`src/rtl/mux_nto1_reg.sv`:
```
// mux_nto1_reg
// ------------
// Registered N-channel, WIDTH-bit multiplexer with a valid/ready output.
// A sample is captured whenever a capture is requested and the output
// register is free (empty, or being drained in the same cycle). The channel
// comes either from the direct select input or from an internal round-robin
// scan counter.
//
// Parameters:
//   WIDTH  data bits per channel
//   NCH    number of input channels (2..256)
//   SEL_W  select width, 2**SEL_W >= NCH
//
// Ports:
//   clk        rising-edge clock
//   rst_n      asynchronous active-low reset
//   din        flattened channel inputs, channel k = din[k*WIDTH +: WIDTH]
//   sel        channel select used in direct mode
//   mode       0 = direct select, 1 = auto-scan
//   en         request a new sample capture
//   out_ready  consumer ready
//   dout       registered selected data
//   dout_valid dout holds an unconsumed sample
//   ch_out     channel index the held sample came from
//   sel_err    held sample came from an out-of-range direct select
//   scan_wrap  held sample is the last channel of a scan sweep

module mux_nto1_reg #(
  parameter int WIDTH = 8,
  parameter int NCH   = 8,
  parameter int SEL_W = 3
) (
  input  logic                 clk,
  input  logic                 rst_n,
  input  logic [NCH*WIDTH-1:0] din,
  input  logic [SEL_W-1:0]     sel,
  input  logic                 mode,
  input  logic                 en,
  input  logic                 out_ready,
  output logic [WIDTH-1:0]     dout,
  output logic                 dout_valid,
  output logic [SEL_W-1:0]     ch_out,
  output logic                 sel_err,
  output logic                 scan_wrap
);

  // One extra bit so NCH itself is representable when 2**SEL_W == NCH.
  localparam logic [SEL_W:0]   NCH_EXT = (SEL_W+1)'(NCH);
  localparam logic [SEL_W-1:0] LAST_CH = SEL_W'(NCH-1);

  logic             adv;
  logic [SEL_W-1:0] scan_cnt;
  logic [SEL_W-1:0] ch;
  logic             out_of_range;
  logic [WIDTH-1:0] ch_data;

  // Capture when asked and the output slot is empty or draining this cycle.
  // The scan counter never leaves 0..NCH-1, so only a direct select can be
  // out of range.
  always_comb begin
    adv          = en && (!dout_valid || out_ready);
    ch           = mode ? scan_cnt : sel;
    out_of_range = !mode && ({1'b0, sel} >= NCH_EXT);
  end

  // Channel selection written as a compare-per-channel loop so that select
  // codes beyond the last channel never form an out-of-range part-select.
  always_comb begin
    ch_data = '0;
    for (int k = 0; k < NCH; k++) begin
      if (ch == SEL_W'(k)) begin
        ch_data = din[k*WIDTH +: WIDTH];
      end
    end
  end

  // Output register: loads on a capture, otherwise only the valid flag
  // drops when the consumer takes the held sample. All other fields hold.
  always_ff @(posedge clk or negedge rst_n) begin
    if (!rst_n) begin
      dout       <= '0;
      dout_valid <= 1'b0;
      ch_out     <= '0;
      sel_err    <= 1'b0;
      scan_wrap  <= 1'b0;
    end else if (adv) begin
      dout       <= out_of_range ? '0 : ch_data;
      dout_valid <= 1'b1;
      ch_out     <= ch;
      sel_err    <= out_of_range;
      scan_wrap  <= mode && (scan_cnt == LAST_CH);
    end else if (dout_valid && out_ready) begin
      dout_valid <= 1'b0;
    end
  end

  // Scan counter: parked at 0 whenever direct mode is selected so every
  // sweep begins at channel 0; steps on each capture in scan mode.
  always_ff @(posedge clk or negedge rst_n) begin
    if (!rst_n) begin
      scan_cnt <= '0;
    end else if (!mode) begin
      scan_cnt <= '0;
    end else if (adv) begin
      scan_cnt <= (scan_cnt == LAST_CH) ? '0 : scan_cnt + SEL_W'(1);
    end
  end

endmodule

```
`config.mk`:
```
export PLATFORM = sky130hd
export DESIGN_NAME = mux_nto1_reg
export DESIGN_NICKNAME = d
export VERILOG_FILES = /design/src/rtl/mux_nto1_reg.sv
export SDC_FILE = /design/constraint.sdc
export NUM_CORES = 1
export LEC_CHECK = 0
export ABC_CLOCK_PERIOD_IN_PS = 3800
export CAP_MARGIN = 20
export CORE_ASPECT_RATIO = 1.5
export CORE_UTILIZATION = 50
export CTS_BUF_LIST = sky130_fd_sc_hd__clkbuf_8
export DETAILED_ROUTE_END_ITERATION = 8
export DONT_BUFFER_PORTS = 1
export HOLD_SLACK_MARGIN = 0.15
export SYNTH_ARGS = -nofsm -noshare
export SYNTH_HDL_FRONTEND = slang
export SYNTH_SLANG_ARGS = --single-unit
```
`constraint.sdc`:
```
create_clock -name clk -period 3.8 [get_ports clk]
set_clock_uncertainty 0.2 [all_clocks]
set_input_delay 0.76 -clock clk [delete_from_list [all_inputs] [get_ports clk]]
set_output_delay 0.76 -clock clk [all_outputs]
set_load 0.02 [all_outputs]
```
==> flow_summary.toml <==
[yosys]
synthFlopType = "dfrtp_1"
synth_edf_count = 0
yosys.area_share.xor_xnor_pct = 0
synth-seq-cells = 16
synth_common_cells = "o21ai_0 (20), mux2i_1 (18), dfrtp_1 (16), nor2_1 (16), nor3_1 (16)"
ys_seq_area_share_pct = 23.9
synth_top_family_by_area = "compound AO/OA/AOI/OAI gates"
synth_compound_area_share_pct = 30.1
yosysMostFrequentCell = "o21ai_0"
yosys.area_share.simple_pct = 23.3
synthDominantCellAreaShare_pct = 23.9
synth_area_um2 = 1670
synth_area_leaders = "dfrtp_1 (24%), mux2i_1 (11%), o21ai_0 (6.0%), nor3_1 (4.8%), o32a_1 (4.8%)"
synth_adder_area_share_pct = 1.49
synthesis.nets = 284
post-synth-top-area-cell = "dfrtp_1"
avgSynthCellArea_um2 = 7.97
ys_types = 43
ys_warn_count = 0
yosys-mux-area-fraction_pct = 12.8
async_reset_ff_share_pct = 100
syn_inst = 210

[sta]
rsz0062_at_grt = "no"
final_hold_viol_count = 0
setup_viol = 0
maxSlewViolCount = 0
tightest_slew_ps = 798
fin_crit_sh_pct = 61.1
max_freq_mhz = 431
whs_ps = 416
fin_crit_ps = 2320
finalWorstSetupSlack_ps = 1480
slew_headroom_pct = 45.7
tns_ps = 0

[placed_design]
dp_hpwl_um = 3670
io_buffers = 0
place_area_um2 = 1600
gp_congestion = 0.843
dp_worst_setup_slack_ps = 1260

[cts]
cts_max_path_buffers = 2
cts_root_buf = "clkbuf_8"
cts_buffers = 3
cts_setup_buffers = 0
clkSlewWorstSetupHoldPaths_ps = 60
clk_latency_ps = 250
h-tree-depth = 1
cts_resized = 0
clock-sinks = 16
tritoncts = "built"
cts_hold_buffers = 1

[critical_path]
r2r-end = "dout[0]$_DFFE_PN0P_"
cp-start-kind = "input pin"
critPathRequiredTime_ps = 3740
r2r_cells = 5
critical_path_arrival_ps = 2260
r2r-start = "scan_cnt[1]$_DFFE_PN0P_"
path_max_fanout = 37
reg2reg_slack_ps = 1500
critical_path_class = "in -> reg"
endpoint_kind = "register"

[job]
cap_violations = 0

[floorplan]
ios = 86
initial_core_util_pct = 53.0
dieWidth_um = 49.2
die_area_um2 = 3590
die_y_um = 72.9
rows = 25
core_um2 = 3160

[global_route]
grtUsageTotal_pct = 27.1
grt_max_degree = 38
grt_pass1_wl_um = 7580
grt_pass1_vias = 1602
antenna_found_initial = 0
grt-ovfl-total = 0

[drt]
via_per_inst = 7.02
firstDrtPassIters = 5
vias = 1635
avgRoutedWirePerCell_um = 20.7
drcViolationCount = 0
postRouteAntennaNets = 0
wl_um = 4820
initialDrtViolationCount = 65

[power_and_ir_drop]
peakVddDrop_v = 0.000266
fin_total_pwr_w = 0.000534
p_leak_nw = 0.691
powerDensity_nw_per_um2 = 322

[finish]
nets = 268
fillCellCount = 298
n_antenna_cell = 0
area_growth_pct = -0.822
fin_area_um2 = 1660
drive_gt1_share_pct = 4.66
seqCellArea_um2 = 400
multi_input_area_um2 = 1140

[worst_hold_path]
min_to = "dout_valid$_DFFE_PN0P_"
min_path_cells = 1
holdCritStartpoint = "en"
hp-class = "in -> reg"

[outcome]
status = "finished clean"
-- final cells by class --
cell class                      count  area share (%)
Clock buffer                        4            3.32
Inverter                            2           0.452
Multi-Input combinational cell    170            68.5
Sequential cell                    16            24.1
Tap cell                           40            3.01
Timing Repair Buffer                1           0.603
-- critical path, cell delays in order --
cell and delay [ps]:
mux2i_4 660, mux2i_1 180, o2111ai_1 270, a21oi_1 60, nor4_1 310
-- where the power goes --
part	switching (W)	internal [W]	total (W)
clock network	0.0000593	0.0000919	0.000151
logic	0.0000790	0.0000639	0.000143
registers	0.0000469	0.000193	0.000240
-- metal layers --
metal | GRT usage, % | up-vias | part of all wire (%)
met1 | 34.1 | 787 | 41
li1 | - | 760 | -
met3 | 3.13 | 10 | 6.9
met5 | 0 | - | 0
met2 | 46.7 | 78 | 50
met4 | 10.8 | 0 | 2.0
-- registers in the layout, indices dropped and copies added (netlist names) --
name        flops
ch_out          3
dout            8
scan_wrap       1
scan_cnt        3
dout_valid      1
-- placed cells by master, fill, tap and decap left out, drive strengths merged --
cell         instances
or2                  2
nor4                 6
o32ai                1
and3                 1
mux2i               19
inv                  2
clkbuf               4
o21a                 1
a21o                 1
nor2b                4
nor2                16
nand2b               5
and2                 1
nand2               15
o32a                 8
nor3b                7
nor3                16
a31o                 2
dlygate4sd3          1
a21boi               2
conb                 1
mux2                 1
o21ai               22
and3b                2
a21oi               11
o2111ai              6
a32oi                1
o211a                6
dfrtp               16
o22ai                6
a221o                2
nand3                1
o221ai               2
ha                   2
-- worst max path at each step --
stage                       startpoint             endpoint
5_1_grt        scan_cnt[1]$_DFFE_PN0P_  dout[0]$_DFFE_PN0P_
3_3_place_gp                      mode  dout[4]$_DFFE_PN0P_
3_5_place_dp                      mode  dout[0]$_DFFE_PN0P_
6_report                          mode  dout[0]$_DFFE_PN0P_
2_1_floorplan                     mode  dout[3]$_DFFE_PN0P_
4_1_cts                           mode  dout[4]$_DFFE_PN0P_
-- cell families (layout without fill, tap and decap cells) --
kind of cell             after synthesis  after routing
multiplexers                          20             20
AND/OR/NAND/NOR                       76             76
adder cells (fa/ha/maj)                2              2
other                                  1              1
flip-flops                            16             16
AO/OA/AOI/OAI                         71             71
buffers and inverters                 24              7
-- stage by stage --
| stage | util [%] | cells |
|---|---|---|
| floorplan | - | 210 |
| global placement | 50.5 | 228 |
| detailed placement | 50.5 | 228 |
| CTS | 52.6 | 233 |
| global route | 52.6 | 233 |
| finish | 52.6 | 233 |
Note: power is estimated with default switching activity, not from simulation.
